## config.mk

```make
export PLATFORM = sky130hd
export DESIGN_NAME = wshb_arbiter
export DESIGN_NICKNAME = d
export VERILOG_FILES = /design/src/rtl/wshb_arbiter.sv
export SDC_FILE = /design/constraint.sdc
export NUM_CORES = 1
export LEC_CHECK = 0
export ABC_CLOCK_PERIOD_IN_PS = 2900
export BUFFER_PORTS_ARGS = -buffer_cell sky130_fd_sc_hd__clkbuf_2
export CORE_AREA = 10 10 120 122
export DETAILED_ROUTE_END_ITERATION = 16
export DIE_AREA = 0 0 130 132
export HOLD_SLACK_MARGIN = 0.1
export PLACE_DENSITY = 0.58
export SYNTH_ARGS = -nofsm -noshare
export SYNTH_HDL_FRONTEND = slang
export SYNTH_SLANG_ARGS = --single-unit
```

## constraint.sdc

```tcl
create_clock -name wshb_clk -period 2.9 [get_ports wshb_clk]
set_input_delay 0.435 -clock wshb_clk [delete_from_list [all_inputs] [get_ports wshb_clk]]
set_output_delay 0.435 -clock wshb_clk [all_outputs]
set_load 0.02 [all_outputs]
```

## src/rtl/wshb_arbiter.sv

```systemverilog
// wshb_arbiter -- two-master Wishbone arbiter in front of a single SDRAM slave.
//
// Master 0 is the video reader, master 1 the frame writer. The selected
// master's request bundle is routed to the slave combinationally; the slave
// response is routed back to the owner only. Every change of ownership passes
// through IDLE, so a handover always costs one cycle with s_cyc low.
//
// A burst counter counts completed transfers (ack or err) of the current
// owner. When the owner completes its MAX_BURST-th transfer while the other
// master is requesting, the arbiter drops to IDLE and records a handover so
// the next grant goes to the waiting master. MAX_BURST = 0 disables this.
//
// Optional feature (macro WSHB_ARBITER_ROUND_ROBIN_EN):
//   defined   -- simultaneous requests from IDLE go to the master not granted
//                last (a priority pointer flop tracks this).
//   undefined -- simultaneous requests from IDLE go to master 0.
//
// Ports:
//   wshb_clk, wshb_rst_n        clock, async active-low reset
//   m0_* / m1_*                 master request in, dat_sm/ack/err out
//   s_*                         slave request out, dat_sm/ack/err in
//   grant[1:0]                  one-hot owner (bit0 = m0, bit1 = m1), 00 idle
module wshb_arbiter #(
  parameter int MAX_BURST = 64
) (
  input  logic        wshb_clk,
  input  logic        wshb_rst_n,
  input  logic        m0_cyc,
  input  logic        m0_stb,
  input  logic        m0_we,
  input  logic [31:0] m0_adr,
  input  logic [31:0] m0_dat_ms,
  input  logic [3:0]  m0_sel,
  input  logic [2:0]  m0_cti,
  input  logic [1:0]  m0_bte,
  output logic [31:0] m0_dat_sm,
  output logic        m0_ack,
  output logic        m0_err,
  input  logic        m1_cyc,
  input  logic        m1_stb,
  input  logic        m1_we,
  input  logic [31:0] m1_adr,
  input  logic [31:0] m1_dat_ms,
  input  logic [3:0]  m1_sel,
  input  logic [2:0]  m1_cti,
  input  logic [1:0]  m1_bte,
  output logic [31:0] m1_dat_sm,
  output logic        m1_ack,
  output logic        m1_err,
  output logic        s_cyc,
  output logic        s_stb,
  output logic        s_we,
  output logic [31:0] s_adr,
  output logic [31:0] s_dat_ms,
  output logic [3:0]  s_sel,
  output logic [2:0]  s_cti,
  output logic [1:0]  s_bte,
  input  logic [31:0] s_dat_sm,
  input  logic        s_ack,
  input  logic        s_err,
  output logic [1:0]  grant
);

  // Counter must hold 0..MAX_BURST; keep at least one bit when MAX_BURST = 0.
  localparam int CW = (MAX_BURST > 0) ? $clog2(MAX_BURST + 1) : 1;
  localparam logic [CW-1:0] CNT_MAX  = CW'(MAX_BURST);
  localparam logic [CW-1:0] CNT_LAST = CW'((MAX_BURST > 0) ? MAX_BURST - 1 : 0);

  typedef enum logic [1:0] {IDLE = 2'd0, G0 = 2'd1, G1 = 2'd2} state_e;

  typedef struct packed {
    logic        cyc;
    logic        stb;
    logic        we;
    logic [31:0] adr;
    logic [31:0] dat;
    logic [3:0]  sel;
    logic [2:0]  cti;
    logic [1:0]  bte;
  } wb_req_t;

  wb_req_t m0_req, m1_req, s_req;

  assign m0_req = {m0_cyc, m0_stb, m0_we, m0_adr, m0_dat_ms, m0_sel, m0_cti, m0_bte};
  assign m1_req = {m1_cyc, m1_stb, m1_we, m1_adr, m1_dat_ms, m1_sel, m1_cti, m1_bte};
  assign {s_cyc, s_stb, s_we, s_adr, s_dat_ms, s_sel, s_cti, s_bte} = s_req;

  state_e        state_q, state_d;
  logic [CW-1:0] cnt_q, cnt_d;
  // One-hot target of a pending forced handover (bit1 = hand to m1).
  logic [1:0]    ho_q, ho_d;
`ifdef WSHB_ARBITER_ROUND_ROBIN_EN
  // 1 = master 1 has priority on the next tie.
  logic          prio_q, prio_d;
`endif

  logic xfer;
  logic win_m1;
  logic [CW-1:0] cnt_inc;

  assign xfer    = s_ack | s_err;
  assign cnt_inc = (cnt_q == CNT_MAX) ? cnt_q : cnt_q + 1'b1;

  always_comb begin
    state_d = state_q;
    cnt_d   = cnt_q;
    ho_d    = ho_q;
    win_m1  = 1'b0;
`ifdef WSHB_ARBITER_ROUND_ROBIN_EN
    prio_d  = prio_q;
`endif
    case (state_q)
      IDLE: begin
        cnt_d = '0;
        if (m0_cyc || m1_cyc) begin
          if (!(m0_cyc && m1_cyc)) win_m1 = m1_cyc;
          else if (|ho_q)          win_m1 = ho_q[1];
          else begin
`ifdef WSHB_ARBITER_ROUND_ROBIN_EN
            win_m1 = prio_q;
`else
            win_m1 = 1'b0;
`endif
          end
          state_d = win_m1 ? G1 : G0;
          // Any grant consumes a pending handover; if the waiting master
          // left, the remaining one is served rather than stalling.
          ho_d    = 2'b00;
`ifdef WSHB_ARBITER_ROUND_ROBIN_EN
          prio_d  = ~win_m1;
`endif
        end
      end
      G0: begin
        if (xfer) cnt_d = cnt_inc;
        if (!m0_cyc) state_d = IDLE;
        else if ((MAX_BURST > 0) && xfer && m1_cyc && (cnt_q >= CNT_LAST)) begin
          state_d = IDLE;
          ho_d    = 2'b10;
        end
      end
      G1: begin
        if (xfer) cnt_d = cnt_inc;
        if (!m1_cyc) state_d = IDLE;
        else if ((MAX_BURST > 0) && xfer && m0_cyc && (cnt_q >= CNT_LAST)) begin
          state_d = IDLE;
          ho_d    = 2'b01;
        end
      end
      default: state_d = IDLE;
    endcase
  end

  // Routing depends on the registered owner only, so reset blanks it at once.
  always_comb begin
    s_req  = '0;
    m0_ack = 1'b0;
    m0_err = 1'b0;
    m1_ack = 1'b0;
    m1_err = 1'b0;
    grant  = 2'b00;
    case (state_q)
      G0: begin
        s_req  = m0_req;
        m0_ack = s_ack;
        m0_err = s_err;
        grant  = 2'b01;
      end
      G1: begin
        s_req  = m1_req;
        m1_ack = s_ack;
        m1_err = s_err;
        grant  = 2'b10;
      end
      default: ;
    endcase
  end

  assign m0_dat_sm = s_dat_sm;
  assign m1_dat_sm = s_dat_sm;

  always_ff @(posedge wshb_clk or negedge wshb_rst_n) begin
    if (!wshb_rst_n) begin
      state_q <= IDLE;
      cnt_q   <= '0;
      ho_q    <= 2'b00;
`ifdef WSHB_ARBITER_ROUND_ROBIN_EN
      prio_q  <= 1'b0;
`endif
    end else begin
      state_q <= state_d;
      cnt_q   <= cnt_d;
      ho_q    <= ho_d;
`ifdef WSHB_ARBITER_ROUND_ROBIN_EN
      prio_q  <= prio_d;
`endif
    end
  end

endmodule

```

**After elaboration in Yosys (flattened, before gate mapping)**

Index checks and enable logic that the tools add are counted.

- $add $sub $neg: 1
- Multipliers: 0
- Div/mod/pow operators: 0
- Magnitude comparators: 1
- Eq/ne operators: 12
- Shift-type cells: 0
- Mux-type cells: 26
- Bitwise logic cells: 1
- Reductions and logical operators: 14

Operators with widths:

| operator | count |
|---|---|
| $pmux 76 s2 | 1 |
| $mux 2 | 11 |
| $mux 7 | 2 |
| $pmux 7 s2 | 1 |
| $ne 2x2->1 const B | 6 |
| $pmux 2 s3 | 2 |
| $mux 1 | 8 |
| $add 7x1->7 const B | 1 |
| $eq 7x7->1 const B | 1 |
| $ge 7x6->1 const B | 1 |
| $ne 3x3->1 const B | 2 |
| $reduce_and 3->1 | 2 |
| $reduce_and 6->1 | 1 |
| $logic_and 1x1->1 | 5 |
| $pmux 2 s2 | 1 |
| $reduce_or 2->1 | 2 |
| $reduce_bool 3->1 | 1 |
| $eq 2x1->1 const B | 1 |
| $eq 2x2->1 const B | 1 |
| $logic_not 2->1 | 1 |
| $ne 2x1->1 const B | 1 |
| $reduce_bool 2->1 | 1 |
| $logic_or 1x1->1 | 1 |
| $or 1x1->1 | 1 |

- Register bits: 11
- Bits in latches: 0
- Bits in writable memories: 0
- ROM bits: 0
- Input port bits: 188
- Word-level logic and storage cells: 58
- Memories kept: 0

**Logic depth before layout (Yosys ltp)**

Gate-level depths: netlist (run 1).

- Word-level depth: 8
- Gate-level depth with buffers: 7
- Mapped depth without buffers: 6

**Worst setup path after synthesis (run 1)**

OpenSTA, ideal clock, no wires.

- Path type: flip-flop to output port
- Start: register state_q[0]
- End: output s_adr[13]
- Data arrival time: 1.684 ns
- Slack: 0.781 ns
- Stages on the path, launching flop included: 7
- Path through: dfrtp_1 -> inv_1 -> ha_1 -> buf_2 -> clkbuf_1 -> a22oi_1 -> nor2b_1

- Word-level cells in the longest chain between the ends: 2
- Elaborated cells on any way between the ends: 3
- Those cells by class: 2 x eq/ne; 1 x mux

Ends and longest elaborated chain:

| item | RTL line | source |
|---|---|---|
| from (decl) | 88 | `state_e state_q, state_d;` |
| from (signal assigned) | 191 | `state_q <= state_d;` |
| $eq 2x2->1 / $eq 2x1->1 (equally long branches) | 162 | `case (state_q)` |
| $pmux 76 s2 * | 162 |  |
| to (decl) | 53 | `output logic [31:0] s_adr,` |

Every way passes the cells marked *; elsewhere a longest branch is shown, timed or not.

**Final worst setup path (run 1)**

- Start: register state_q[0]
- End: output s_dat_ms[23]

- Word-level cells in the longest chain between the ends: 2
- Elaborated cells on any way between the ends: 3
- Those cells by class: 2 x eq/ne; 1 x mux

Ends and longest elaborated chain:

| item | RTL line | source |
|---|---|---|
| $eq 2x2->1 / $eq 2x1->1 (equally long branches) | 162 |  |
| $pmux 76 s2 * | 162 |  |
| to (decl) | 54 | `output logic [31:0] s_dat_ms,` |

Marked as above.

==> impl_metrics.csv, run 1 <==
group,metric,value,unit
die,std_cell_rows,40,
synthesis,synth.distinct_cells,34,
synthesis,synth_edf_count,0,
sta,tightest_slew,0.625,ns
synthesis,yosys_warnings,0,
min_path,hold_class,"reg -> reg",
global_routing,track_usage,11.3,%
routing,drtIter0Drc,127,
power_and_ir_drop,ir_drop,0.688,mV
clock_network,clockRootBuffer,"clkbuf_16",
global_routing,grt_pass1_wl,16300,um
die,coreArea,11900,um2
routing,via_count,2931,
finish,final_cells,629,
critical_path,criticalPathCategory,"reg -> out",
sta,rsz0062_at_grt,"false",
clock_network,cts_resized,0,
sta,setup_tns,0,ns
routing,drt.antenna.violating_nets,0,
critical_path,crit_chain,"inv_1 -> ha_2 -> buf_12 -> nor2b_1 -> clkbuf_2",
critical_path,reg2reg_depth,7,
routing,drt_wl_total,11000,um
routing,first_pass_iters,4,
finish,layout_commonest_cell,"clkbuf_2",
synthesis,postSynthAreaPerCell,7.25,um2
finish,final_area,3310,um2
synthesis,yosysSeqAreaShare,10.6,%
sta,hold_violations,0,
synthesis,synthCells,327,
sta,period_needed,2.53,ns
die,die_w,130,um
critical_path,startpoint_type,"flop",
outcome,status,"finished clean",
finish,n_fill_cell,1312,
job,cap_viol_max_count,0,
global_routing,grt_pass1_vias,3000,
global_routing,antenna_found_initial,0,
synthesis,async_reset_ff_share,100,%
power_and_ir_drop,power.switching,1.87,mW
power_and_ir_drop,power_frac_seq,6.1,%
critical_path,worstPathRequired,2.47,ns
critical_path,r2r_slack,0.54,ns
finish,area_growth,39.4,%
critical_path,r2r-end,"cnt_q[3]",
clock_network,cts_buffers,3,
sta,hold_ws,0.502,ns
power_and_ir_drop,clkPwrFrac,8.3,%
place,dp.cells,624,
global_routing,grt_max_degree,51,
synthesis,syn_nets,521,
place,placed_area,3210,um2
synthesis,synthMuxAreaShare,0.844,%
sta,relSlewSlack,57.8,%
min_path,whs_path_depth,1,
synthesis,synth_compound_area_share,30.1,%
critical_path,cp_max_fo,50,
sta,period_share,87.3,%
power_and_ir_drop,powerDensity,1010,nW/um2
place,place_congestion,0.821,
synthesis,post_synth_xor_area_fraction,0,%
synthesis,synth_area,2370,um2
clock_network,cts_tree,"built",
clock_network,clk_latency,0.24,ns
min_path,hold_end,"ho_q[1]",
die,die_h,132,um
routing,detail_route.vias_per_cell,4.66,
synthesis,yosys.area_share.adder,3.17,%
clock_network,clk_pin_slew,0.04,ns
power_and_ir_drop,p_int,1.48,mW
finish,final_nets,677,
critical_path,critPathMaxStageDelay,0.68,ns
synthesis,synth-main-ff-cell,"dfrtp_1",
routing,route.detailed.drc,0,
clock_network,cts_num_sinks,10,
routing,avgRoutedWirePerCell,17.4,um
die,die_area,17200,um2
clock_network,clock_path_buffers,2,
global_routing,grt_overflow,0,
finish,final_cell_mix,"clkbuf_2 (237), nor2b_1 (77), a22oi_1 (76), dfrtp_1 (10), nand3_1 (8)",
critical_path,crit-reg2reg-launch,"state_q[0]",
finish,insertedDiodeCount,0,
power_and_ir_drop,switching_share,55.7,%
critical_path,cp_slowest_cell,"ha_2",
sta,setup_viol,0,
critical_path,worst-endpoint-arrival,2.10,ns
sta,drv_slew,0,
die,ioPinCount,334,
critical_path,cp-end-kind,"primary output",
synthesis,synth_top_family_by_area,"compound AO/OA/AOI/OAI gates",
place,dp_hpwl,9470,um
min_path,min_from,"ho_q[1]",
die,initial_core_util,19.9,%
power_and_ir_drop,leakagePower,1.68,nW
place,port_buffers,237,
sta,fmax,395,MHz
clock_network,cts_setup_buffers,0,
synthesis,ys_ff_latch,10,
power_and_ir_drop,pwr-share-comb,85.7,%
finish,drive_gt1_share,52.3,%
synthesis,synth-simple-area-share,29.6,%
sta,skew,0.00198,ns
clock_network,cts_max_level,1,
finish,utilization,27.8,%
-- how the worst max path moves through the flow --
stage	startpoint	endpoint	slack, ns
finish	state_q[0]	s_dat_ms[23]	0.37
global route	state_q[0]	s_dat_ms[7]	0.21
CTS	state_q[0]	s_dat_ms[3]	0.34
detailed placement	state_q[1]	cnt_q[3]	0.56
global placement	state_q[0]	s_dat_ms[3]	0.67
floorplan	state_q[0]	s_adr[13]	0.78
-- flip-flops by register name, summed over array words and instances (netlist names) --
register  cells
state_q       2
ho_q          1
cnt_q         7
-- cell families after synthesis --
family | after synthesis
buffers and inverters | 97
muxes | 2
adders and majority gates | 6
AOI/OAI and AO/OA | 97
and+or+nand+nor | 115
DFF | 10
-- layout make-up --
class | instances | area, um2 | share of cell area (%)
multi-input cells | 220 | 1520 | 45.9
repair buffers | 243 | 1250 | 37.7
flip-flops and latches | 10 | 250 | 7.57
well taps | 147 | 184 | 5.56
clock buffers | 4 | 88.8 | 2.69
inverters | 5 | 18.8 | 0.568
-- metal layers --
| layer | GRT usage, % | wire length [um] |
|---|---|---|
| met1 | 11.7 | 3960 |
| met2 | 21.1 | 5620 |
| met3 | 4.14 | 1300 |
| met4 | 1.75 | 78 |
| met5 | 0 | 0 |
-- cells in the mapped netlist, types with 2 or more instances --
cell type	n	area, um2
nor3b_1	2	15.0
ha_1	6	75.1
buf_2	2	10.0
o311ai_1	3	26.3
nand2_1	7	26.3
buf_4	65	488
a22oi_1	76	571
nand3b_1	2	15.0
nor2_1	2	7.51
clkbuf_1	25	93.8
inv_1	5	18.8
o21ai_0	6	30.0
and2_1	4	25.0
nand3_1	8	40.0
dfrtp_1	10	250
a211oi_1	2	15.0
and3_1	2	12.5
o211ai_1	2	15.0
mux2i_1	2	20.0
or2_2	2	12.5
nand2b_1	4	25.0
o21ai_1	2	10.0
nor2b_1	77	482
-- power groups by stage --
| stage | clock network, mW | logic [mW] | registers, mW |
|---|---|---|---|
| 5_1_grt | 0.290 | 3.12 | 0.211 |
| 6_report | 0.276 | 2.87 | 0.204 |
| 2_1_floorplan | 0 | 2.13 | 0.196 |
| 3_5_place_dp | 0 | 2.90 | 0.206 |
| 4_1_cts | 0.283 | 2.91 | 0.203 |
| 3_3_place_gp | 0 | 2.84 | 0.204 |
-- per-stage QoR --
| step | setup WS [ns] | total power, mW |
|---|---|---|
| after floorplan | 0.781 | 2.33 |
| after global routing | 0.208 | 3.62 |
| after CTS | 0.340 | 3.40 |
| final | 0.369 | 3.35 |
| after detailed placement | 0.557 | 3.11 |
| after global placement | 0.672 | 3.05 |
-- what timing repair did --
action                                  in CTS  in global routing
hold endpoints to repair                    10                  0
hold buffers                                 1                  0
endpoints found under the setup margin       0                  0
-- worst max-delay path: cells and delay by family (launching register included) --
family | cells | cell delay, ns
AND/OR/NAND/NOR | 1 | 0.21
flip-flops | 1 | 0.37
buffers and inverters | 3 | 0.56
adder cells (fa/ha/maj) | 1 | 0.68
(Power assumes the default switching activity.)
==> run 2: changes to the inputs <==
==> config.mk (replaced) <==
export PLATFORM = sky130hd
export DESIGN_NAME = wshb_arbiter
export DESIGN_NICKNAME = d
export VERILOG_FILES = /design/src/rtl/wshb_arbiter.sv
export SDC_FILE = /design/constraint.sdc
export NUM_CORES = 1
export LEC_CHECK = 0
export ABC_AREA = 1
export ABC_CLOCK_PERIOD_IN_PS = 2900
export BUFFER_PORTS_ARGS = -buffer_cell sky130_fd_sc_hd__clkbuf_2
export CORE_AREA = 10 10 123 125
export CTS_CLUSTER_DIAMETER = 40
export DETAILED_ROUTE_END_ITERATION = 16
export DIE_AREA = 0 0 133 135
export HOLD_SLACK_MARGIN = 0.1
export PLACE_DENSITY = 0.55
export SYNTH_ARGS = -nofsm -noshare
export SYNTH_HDL_FRONTEND = slang
export SYNTH_SLANG_ARGS = --single-unit
==> run 2 against run 1 <==
Compared with the run above: sequential power about the same; critical path depth rose by 1; non-clock buffer count rose by 2; die area grew 4.6%; core utilization fell by 1.3 points; synthesized area down 1.4%; via count increased by 6.7%; hold slack lost 0.033 ns; combinational power fell by 9.4%; critical path type unchanged; critical endpoint is now s_adr[18]; largest power group unchanged.
==> impl_metrics.csv, run 2 <==
group,metric,value,unit
global_routing,grt_pass1_wl,17000,um
global_routing,grt_pass1_vias,3221,
synthesis,synth.distinct_cells,25,
die,std_cell_rows,41,
power_and_ir_drop,ir_drop,0.304,mV
sta,fmax,397,MHz
power_and_ir_drop,switching_share,61.9,%
routing,drt.antenna.violating_nets,0,
routing,avgRoutedWirePerCell,14.9,um
sta,skew,0.00233,ns
routing,via_count,3128,
finish,layout_commonest_cell,"clkbuf_2",
synthesis,ys_top_cells_by_count,"nand2_1 (181), a21oi_1 (76), buf_4 (64)",
finish,largest_reg_flops,7,
synthesis,synth_most_common_cell,"nand2_1",
power_and_ir_drop,clkPwrFrac,9.0,%
sta,relSlewSlack,63.5,%
critical_path,critPathMaxStageDelay,0.39,ns
sta,period_needed,2.52,ns
place,place_congestion,0.821,
sta,rsz0062_at_grt,"false",
clock_network,clk_latency,0.24,ns
finish,regMostFlops,"cnt_q",
critical_path,crit_chain,"inv_1 -> ha_1 -> inv_2 -> buf_4 -> a21oi_1 -> clkbuf_2",
synthesis,yosysSeqAreaShare,10.7,%
clock_network,cts_max_level,1,
synthesis,synth_area,2340,um2
synthesis,async_reset_ff_share,100,%
critical_path,cp_slowest_cell,"dfrtp_1",
synthesis,synthCells,431,
clock_network,clock_path_buffers,2,
clock_network,clockRootBuffer,"clkbuf_16",
global_routing,grt_max_degree,82,
critical_path,worstPathRequired,2.47,ns
synthesis,synth_edf_count,0,
power_and_ir_drop,pwr-share-comb,84.4,%
finish,final_nets,784,
min_path,hold_class,"reg -> reg",
finish,final_cell_mix,"clkbuf_2 (237), nand2_1 (181), a21oi_1 (76), inv_1 (19), nor2_1 (11)",
clock_network,cts.hold.buffers_added,1,
synthesis,syn_nets,625,
clock_network,cts_resized,0,
finish,utilization,26.5,%
synthesis,yosys_warnings,0,
critical_path,cp-end-kind,"primary output",
place,dp_hpwl,9520,um
outcome,status,"finished clean",
die,die_h,135,um
sta,setup_tns,0,ns
critical_path,worst-endpoint-arrival,2.09,ns
sta,tightest_slew,0.548,ns
critical_path,startpoint_type,"flop",
sta,drv_slew,0,
power_and_ir_drop,power_frac_seq,6.6,%
finish,drive_gt1_share,45.7,%
routing,first_pass_iters,4,
power_and_ir_drop,leakagePower,1.80,nW
critical_path,criticalPathCategory,"reg -> out",
clock_network,cts_setup_buffers,0,
synthesis,synthTopCellsByArea,"nand2_1 (29%), buf_4 (21%), a21oi_1 (16%), dfrtp_1 (11%), ha_1 (3.2%)",
routing,detail_route.vias_per_cell,4.11,
synthesis,netlist.area_leader.share,29.1,%
clock_network,cts_num_sinks,10,
job,cap_viol_max_count,0,
clock_network,clk_pin_slew,0.04,ns
power_and_ir_drop,p_int,1.17,mW
finish,top_regs,"cnt_q x7, state_q x2, ho_q x1",
routing,drt_wl_total,11300,um
critical_path,cp_max_fo,25,
synthesis,synth_area_leader_cell,"nand2_1",
power_and_ir_drop,power,3.08,mW
die,coreArea,12600,um2
routing,drtIter0Drc,125,
global_routing,grt_overflow,0,
sta,hold_violations,0,
routing,route.detailed.drc,0,
die,die_area,18000,um2
global_routing,antenna_found_initial,0,
synthesis,postSynthAreaPerCell,5.43,um2
finish,insertedDiodeCount,0,
synthesis,synth-main-ff-cell,"dfrtp_1",
synthesis,ys_ff_latch,10,
sta,setup_viol,0,
power_and_ir_drop,powerDensity,925,nW/um2
die,die_w,133,um
power_and_ir_drop,power.switching,1.90,mW
finish,area_growth,42.4,%
global_routing,track_usage,11.4,%
place,port_buffers,237,
die,ioPinCount,334,
die,initial_core_util,18.6,%
clock_network,cts_tree,"built",
clock_network,cts_buffers,3,
sta,period_share,87.0,%
run 2: cell types whose count changed after synthesis, sizes merged, moves of 10 or more:
cell,previous run,this run
buf,67,77
a21oi,1,76
nand2,7,190
inv,5,21
a22oi,76,0
nor2,2,13
nor2b,77,0
clkbuf,25,14
run 2: stage by stage:
| step | instance area (um2) | hold WS [ns] | cells | worst slack, ns |
|---|---|---|---|---|
| global placement | 3230 | 0.332 | 756 | 0.619 |
| finish | 3330 | 0.468 | 761 | 0.378 |
| global route | 3330 | 0.497 | 761 | 0.168 |
| detailed placement | 3230 | 0.333 | 756 | 0.589 |
| floorplan | 2340 | 0.139 | 431 | 0.747 |
| CTS | 3330 | 0.469 | 761 | 0.327 |
run 2: cells by family after synthesis:
kind of cell               Yosys count  synth area share (%)
and+or+nand+nor                    217                  37.6
buffers and inverters              112                  29.2
AOI/OAI and AO/OA                   84                  18.6
DFF                                 10                  10.7
adders and majority gates            6                  3.21
xor gates and xnor gates             2                 0.749
run 2: cell type report:
type	count	area, um2
inverter	21	78.8
fill	1449	9240
timing repair buffer	245	1290
tap	172	215
sequential	10	250
clock buffer	4	88.8
multi-input combinational	309	1410
run 2: worst paths after layout:
path | from | to | slack, ns | cells past startpoint
worst min register to register | ho_q[1] | ho_q[1] | 0.47 | 2
worst min-delay path | ho_q[1] | ho_q[1] | 0.47 | 2
min in group asynchronous | wshb_rst_n | cnt_q[3] | 0.61 | 2
max in group asynchronous | wshb_rst_n | state_q[0] | 2.07 | 2
worst max-delay path | state_q[0] | s_adr[18] | 0.38 | 6
worst max register to register | state_q[0] | cnt_q[4] | 1.00 | 7
run 2: layer usage:
layer	vias up	track usage, %	part of all wire [%]
met5	-	0	0
li1	1602	-	-
met2	217	19.6	47
met3	12	6.08	13
met4	0	2.51	1.0
met1	1297	12.2	38
run 2: worst max-delay path, delay by kind of cell, from the launching register on:
kind                     cells  cell delay, ns
flip-flops                   1            0.39
AO/OA/AOI/OAI                1            0.07
buffers and inverters        4            0.99
adder cells (fa/ha/maj)      1            0.39
run 2: power groups by stage:
stage                     sequential (mW)  combinational (mW)  clock, mW
after CTS                           0.204                2.67      0.286
after floorplan                     0.200                1.88          0
after global routing                0.211                2.91      0.289
after detailed placement            0.205                2.66          0
after global placement              0.206                2.67          0
final                               0.204                2.60      0.276
